### src/rtl/wb_pkg.sv
// Shared types and constants for the register-file write buffer.
package wb_pkg;
  localparam int WB_XLEN          = 32;
  localparam int WB_DEPTH_DEFAULT = 4;
  localparam logic [4:0] REG_ZERO = 5'd0;

  typedef struct packed {
    logic [4:0]         addr;
    logic [WB_XLEN-1:0] data;
  } wb_entry_t;
endpackage

### src/rtl/wb_fwd_match.sv
// Combinational lookup of one address across the pending entries; youngest match wins.
module wb_fwd_match
  import wb_pkg::*;
#(
  parameter int DEPTH = WB_DEPTH_DEFAULT
) (
  input  wb_entry_t [DEPTH-1:0]         entries_i,
  input  logic      [DEPTH-1:0]         vld_i,
  input  logic      [$clog2(DEPTH)-1:0] head_i,
  input  logic      [4:0]               ra_i,
  output logic                          hit_o,
  output logic      [WB_XLEN-1:0]       data_o
);
  localparam int PW = $clog2(DEPTH);

  logic [PW-1:0] idx;

  // Walk from oldest to youngest so the last match assigned is the youngest.
  always_comb begin
    hit_o  = 1'b0;
    data_o = '0;
    idx    = '0;
    for (int k = 0; k < DEPTH; k++) begin
      idx = head_i + PW'(k);
      if (vld_i[idx] && (entries_i[idx].addr == ra_i) && (ra_i != REG_ZERO)) begin
        hit_o  = 1'b1;
        data_o = entries_i[idx].data;
      end
    end
  end
endmodule

### src/rtl/wb_write_buffer.sv
// In-order writeback queue draining one entry per cycle into register_file (accept->we: 1 cycle),
// in_ready drops only when full; rf_stall holds the head. Forwarding lookup built under WB_BYPASS_EN.
module wb_write_buffer
  import wb_pkg::*;
#(
  parameter int DEPTH = WB_DEPTH_DEFAULT,
  parameter int XLEN  = WB_XLEN
) (
  input  logic                     clk,
  input  logic                     reset,
  input  logic                     in_valid,
  output logic                     in_ready,
  input  logic [4:0]               in_addr,
  input  logic [XLEN-1:0]          in_data,
  input  logic                     rf_stall,
  output logic                     rf_we,
  output logic [4:0]               rf_wa,
  output logic [XLEN-1:0]          rf_wd,
  input  logic [4:0]               fwd_ra1,
  input  logic [4:0]               fwd_ra2,
  output logic                     fwd_hit1,
  output logic                     fwd_hit2,
  output logic [XLEN-1:0]          fwd_data1,
  output logic [XLEN-1:0]          fwd_data2,
  output logic [$clog2(DEPTH):0]   count,
  output logic                     empty
);
  localparam int PW = $clog2(DEPTH);
  localparam int CW = PW + 1;

  logic [PW-1:0]          rd_ptr_q, rd_ptr_d;
  logic [PW-1:0]          wr_ptr_q, wr_ptr_d;
  logic [CW-1:0]          count_q, count_d;
  wb_entry_t [DEPTH-1:0]  entries_q;
  wb_entry_t              head;
  logic                   push, pop;

  assign empty    = (count_q == '0);
  assign count    = count_q;
  assign in_ready = (count_q != CW'(DEPTH));
  assign head     = entries_q[rd_ptr_q];

  // x0 writes complete the handshake but never occupy a slot.
  assign push = in_valid && in_ready && (in_addr != REG_ZERO);
  assign pop  = rf_we;

  assign rf_we = !empty && !rf_stall;
  assign rf_wa = empty ? 5'd0 : head.addr;
  assign rf_wd = empty ? '0   : head.data;

  always_comb begin
    rd_ptr_d = pop  ? rd_ptr_q + PW'(1) : rd_ptr_q;
    wr_ptr_d = push ? wr_ptr_q + PW'(1) : wr_ptr_q;
    count_d  = count_q;
    case ({push, pop})
      2'b10:   count_d = count_q + CW'(1);
      2'b01:   count_d = count_q - CW'(1);
      default: count_d = count_q;
    endcase
  end

  always_ff @(posedge clk or posedge reset) begin
    if (reset) begin
      rd_ptr_q  <= '0;
      wr_ptr_q  <= '0;
      count_q   <= '0;
      entries_q <= '0;
    end else begin
      rd_ptr_q <= rd_ptr_d;
      wr_ptr_q <= wr_ptr_d;
      count_q  <= count_d;
      if (push) begin
        entries_q[wr_ptr_q] <= '{addr: in_addr, data: in_data};
      end
    end
  end

`ifdef WB_BYPASS_EN
  logic [DEPTH-1:0] vld;
  logic [PW-1:0]    age;

  // Slot i is live when its distance from the head is below the occupancy.
  always_comb begin
    vld = '0;
    age = '0;
    for (int i = 0; i < DEPTH; i++) begin
      age    = PW'(i) - rd_ptr_q;
      vld[i] = (CW'(age) < count_q);
    end
  end

  wb_fwd_match #(.DEPTH(DEPTH)) u_match1 (
    .entries_i (entries_q),
    .vld_i     (vld),
    .head_i    (rd_ptr_q),
    .ra_i      (fwd_ra1),
    .hit_o     (fwd_hit1),
    .data_o    (fwd_data1)
  );

  wb_fwd_match #(.DEPTH(DEPTH)) u_match2 (
    .entries_i (entries_q),
    .vld_i     (vld),
    .head_i    (rd_ptr_q),
    .ra_i      (fwd_ra2),
    .hit_o     (fwd_hit2),
    .data_o    (fwd_data2)
  );
`else
  logic unused_fwd_ra;
  assign unused_fwd_ra = ^{fwd_ra1, fwd_ra2};
  assign fwd_hit1  = 1'b0;
  assign fwd_hit2  = 1'b0;
  assign fwd_data1 = '0;
  assign fwd_data2 = '0;
`endif
endmodule

### config.mk
export PLATFORM = sky130hd
export DESIGN_NAME = wb_write_buffer
export DESIGN_NICKNAME = d
export VERILOG_FILES = /design/src/rtl/wb_pkg.sv /design/src/rtl/wb_fwd_match.sv /design/src/rtl/wb_write_buffer.sv
export SDC_FILE = /design/constraint.sdc
export NUM_CORES = 1
export LEC_CHECK = 0
export ABC_AREA = 1
export BUFFER_PORTS_ARGS = -buffer_cell sky130_fd_sc_hd__buf_2
export CAP_MARGIN = 20
export CORE_ASPECT_RATIO = 1.4
export CORE_MARGIN = 1.5
export CORE_UTILIZATION = 40
export DETAILED_ROUTE_END_ITERATION = 16
export PLACE_DENSITY = 0.7
export SLEW_MARGIN = 15
export SYNTH_ARGS = -nofsm -noshare
export SYNTH_HDL_FRONTEND = slang
export SYNTH_SLANG_ARGS = --single-unit
### constraint.sdc
create_clock -name clk -period 5.6 [get_ports clk]
set_input_delay 0.84 -clock clk [delete_from_list [all_inputs] [get_ports clk]]
set_output_delay 0.84 -clock clk [all_outputs]
set_load 0.02 [all_outputs]
Yosys cells after proc, flatten, opt, wreduce, memory -nomap -nowiden:

Cells that the tools add are included.

* flip-flop bits (word level): 155
* output and inout port bits: 109

* mux-type cells: 8
* magnitude comparators: 3
* $add $sub $neg: 4
* equality and inequality tests: 3
* reductions and logical operators: 9

Operators by type and width (count)
* $bwmux 148: 1
* $bmux 37 s2: 1
* $demux 37 s2: 1
* $mux 37: 2
* $mux 32: 1
* $lt 2x3->1 const B: 2
* $pmux 3 s2: 1
* $mux 5: 1
* $reduce_bool 5->1: 1
* $add 2x1->2 const B: 2
* $logic_and 1x1->1: 4
* $add 3x1->3 const B: 1
* $logic_not 3->1: 1
* $ne 3x3->1 const B: 1
* $sub 3x1->3 const B: 1
* $eq 2x1->1 const B: 1
* $eq 2x2->1 const B: 1
* $ge 2x1->1 const B: 1
* $logic_not 1->1: 2
* $reduce_bool 2->1: 1

Longest topological paths before layout:

* word-level depth: 5
* depth in mapped cells: 10
* mapped depth without buffers: 10

Least setup slack after synthesis:

OpenSTA, ideal clock, no wires.

* kind: input to register
* from: input in_addr[2]
* to: register count_q[2], in the netlist count[2]
* slack: 3.214 ns
* arrival time: 2.306 ns
* required time: 5.521 ns
* stages: 10
* library setup time: 0.079 ns
* cell sequence: nor2_1 -> nand3b_1 -> buf_2 -> nand2_1 -> ha_1 -> inv_1 -> fa_1 -> or2_2 -> nand2_1 -> xor2_1

* longest elaborated chain between the ends: 4
* elaborated cells on any way between the ends: 6
* those cells by class: 2 x eq/ne; 1 x mux; 3 x reduce/logical

Ends and longest elaborated chain
* start: declaration: RTL line wb_write_buffer.sv:13 `input logic [4:0] in_addr,`
* $reduce_bool 5->1 *: RTL line wb_write_buffer.sv:44 `assign push = in_valid && in_ready && (in_addr != REG_ZERO);`
* $logic_and 1x1->1 *: RTL line wb_write_buffer.sv:44
* $eq 2x1->1 / $eq 2x2->1 (equally long branches): RTL line wb_write_buffer.sv:55 `case ({push, pop})`
* $pmux 3 s2 / $reduce_bool 2->1 (equally long branches)
* end signal: assignment: RTL line wb_write_buffer.sv:71 `count_q <= count_d;`
* end: declaration: RTL line wb_write_buffer.sv:33 `logic [CW-1:0] count_q, count_d;`

Every way passes the cells marked *; elsewhere a longest branch is shown, timed or not.
A chain may end at the register's enable or synchronous reset.

Worst setup path after layout:

* from: register count_q[1], in the netlist count[1]
* to: output rf_wd[7]

* longest elaborated chain between the ends: 2

Ends and longest elaborated chain
* $logic_not 3->1: RTL line wb_write_buffer.sv:38 `assign empty = (count_q == '0);`
* $mux 32: RTL line wb_write_buffer.sv:49 `assign rf_wd = empty ? '0 : head.data;`
* end: declaration: RTL line wb_write_buffer.sv:18 `output logic [XLEN-1:0] rf_wd,`

Every way passes these cells.

==> summary.md <==
| Metric | Value |
|---|---|
| GRT Util Overall | `0.204` |
| Leakage | `4.68 nW` |
| RSZ-0062 raised after global routing | `no` |
| Cell with the largest stage delay on the worst path | `inv_1` |
| Port bufs | `83` |
| P per Cell Area | `644 mW/mm2` |
| Post-synthesis instance total | `1064` |
| Buffer and inverter count on the worst path | `3` |
| Final setup fails | `0` |
| CTS root buffer | `clkbuf_16` |
| Seq cells post-synth | `155` |
| Die Y | `173 um` |
| Reg2reg setup slack | `3.06 ns` |
| GP Congestion | `0.780` |
| R2R depth | `5` |
| Hold Crit Class | `in -> async` |
| Worst endpoint data arrival time | `2.69 ns` |
| Gr ovfl total | `0` |
| Slew Viols, Final | `0` |
| CTS tree | `built` |
| Routed Antenna Nets | `0` |
| Vias/cell | `5.41` |
| Cell family contributing the most delay on the critical path | `buffers and inverters` |
| Die area | `0.0216 mm2` |
| Htree depth | `4` |
| Clk Latency, worst-skew pair | `0.43 ns` |
| Sequential fraction of the synthesis area | `0.469` |
| Crit. End Element | `primary output` |
| Worst hold slack | `0.464 ns` |
| Clk pin slew, worst setup/hold paths | `0.06 ns` |
| Fillers | `2012` |
| Initial Util | `0.406` |
| Inserted Diodes | `0` |
| Slew Limit Headroom | `0.265` |
| Num CTS Buffers | `17` |
| Crit path cell chain | `nor2_1, nand2_1, inv_1, buf_4, a21oi_1, buf_2` |
| Worst path max stage delay | `0.81 ns` |
| Final period util | `0.630` |
| Core area | `0.0204 mm2` |
| Area Growth Syn to Fin | `9.75%` |
| DRC errors left | `0` |
| Hold Violations, Final | `0` |
| DR vias | `7330` |
| Drt wl/cell | `16.4 um` |
| Initial antenna violation count | `0` |
| Post-cts repair resize count | `0` |
| Reg-to-reg startpoint | `wr_ptr_q[1]` |
| Core Rows | `62` |
| Die width | `125 um` |
| Slew @ Worst Pin | `1.10 ns` |
| Largest net degree at the start of global routing | `120` |
| YS warnings | `0` |
| Post-layout min period | `3.53 ns` |
| DR pass1 iterations | `5` |
| Crit path depth | `6` |
| Worst Skew | `0.0129 ns` |
| Max-Cap Viols | `0` |
| Post-Synthesis Cell Area | `0.00828 mm2` |
| Layout cells sized above 1 | `0.127` |
| Clk sinks | `155` |
| Postcts setup bufs | `0` |
| Worst vdd ir | `0.000273 V` |
| Post-DP HPWL | `12.2 mm` |
| RR Endpoint | `entries_q[53]` |
| Worst EP required | `4.76 ns` |
| Initial detailed-routing violation count | `525` |
| Most common cell after layout, fill and taps aside | `nand2_1` |
| Cts hold-fix bufs | `0` |
| Commonest cells after routing, fill and taps aside | `307 x nand2_1, 154 x dfrtp_1, 151 x nor2_1, 148 x nand4_1, 83 x buf_2` |
| Crit path kind | `reg -> out` |
| CP Max Fanout | `25` |
| Status | `complete, no violations` |
| Setup_tns | `0 ns` |
| I/O pin cnt | `160` |
| FMAX | `283 MHz` |
| Vias in the first global route | `6721` |
| CP startpoint kind | `register` |
| Nets | `1144` |
| Cell variety after synth | `22` |
| Mean Syn Cell Area | `7.78 um2` |
| Bufs on Longest Clock Path | `2` |
| Final wirelength | `22.3 mm` |
| First-pass GRT wire length | `35.5 mm` |
## per-layer routing
| metal | GRT usage | part of all wire |
|---|---|---|
| met3 | 0.0303 | 0.060 |
| met5 | 0 | 0 |
| met1 | 0.255 | 0.41 |
| met2 | 0.355 | 0.51 |
| met4 | 0.0809 | 0.022 |
## Yosys cell counts
cell type,count,area [um2]
or2_2,1,6.26
nand3_4,4,70.1
xor2_1,2,17.5
xnor2_1,1,8.76
fa_1,1,20.0
nand2_1,307,1150
a21oi_2,1,8.76
nand4_1,148,926
o21ai_1,9,45.0
o21ai_0,67,335
dfrtp_1,155,3880
ha_1,5,62.6
buf_2,57,285
a21oi_1,38,190
nand3_1,3,15.0
nand3b_1,1,7.51
nor2_1,151,567
inv_1,13,48.8
conb_1,1,3.75
buf_4,68,510
clkbuf_1,27,101
buf_1,4,15.0
## metrics by stage
stage	power, mW	area (um2)	util	setup WS (ns)	std cells
6_report	5.85	9080	0.445	2.07	1356
5_1_grt	6.29	9080	0.445	1.93	1356
3_5_place_dp	4.72	8490	0.416	2.53	1324
3_3_place_gp	4.65	8460	0.415	2.35	1323
4_1_cts	5.88	9080	0.445	2.08	1356
2_1_floorplan	3.91	8520	-	0.582	1129
## how the worst max path moves through the flow
stage | startpoint | to | slack, ns
after floorplan | reset | count[0] | 0.58
after global placement | in_valid | count[1] | 2.35
after detailed placement | count[0] | rf_wd[7] | 2.53
after CTS | count[0] | rf_wd[7] | 2.08
after global routing | count[1] | rf_wd[7] | 1.93
final | count[1] | rf_wd[7] | 2.07
## layout make-up
| type | count | area (um2) | share of cell area |
|---|---|---|---|
| Tap cell | 256 | 320 | 0.0353 |
| Clock buffer | 20 | 467 | 0.0514 |
| Sequential cell | 155 | 3880 | 0.427 |
| Clock inverter | 12 | 126 | 0.0139 |
| Multi-Input combinational cell | 805 | 3700 | 0.407 |
| Timing Repair Buffer | 95 | 538 | 0.0592 |
| Inverter | 13 | 53.8 | 0.00592 |
## cell families (layout without fill, tap and decap cells)
group | Yosys count | after routing | synth area share
buf+inv | 169 | 140 | 0.116
other cells | 1 | 66 | 0.000453
flops | 155 | 155 | 0.469
compound gates | 115 | 115 | 0.0700
simple gates | 615 | 615 | 0.332
xor+xnor | 3 | 3 | 0.00318
fa+ha+maj | 6 | 6 | 0.00998
## power by group
part	internal (mW)	total (mW)	leakage (nW)	switching, mW
registers	1.63	1.89	1.94	0.262
logic	0.847	2.80	2.45	1.96
clock network	0.660	1.16	0.287	0.496
total	3.14	5.85	4.68	2.71
## registers in the layout, summed over array words and instances (netlist names)
name and cells:
wr_ptr_q 2, count 3, rd_ptr_q 2, entries_q 148
Power figures use the tool's default switching activity.
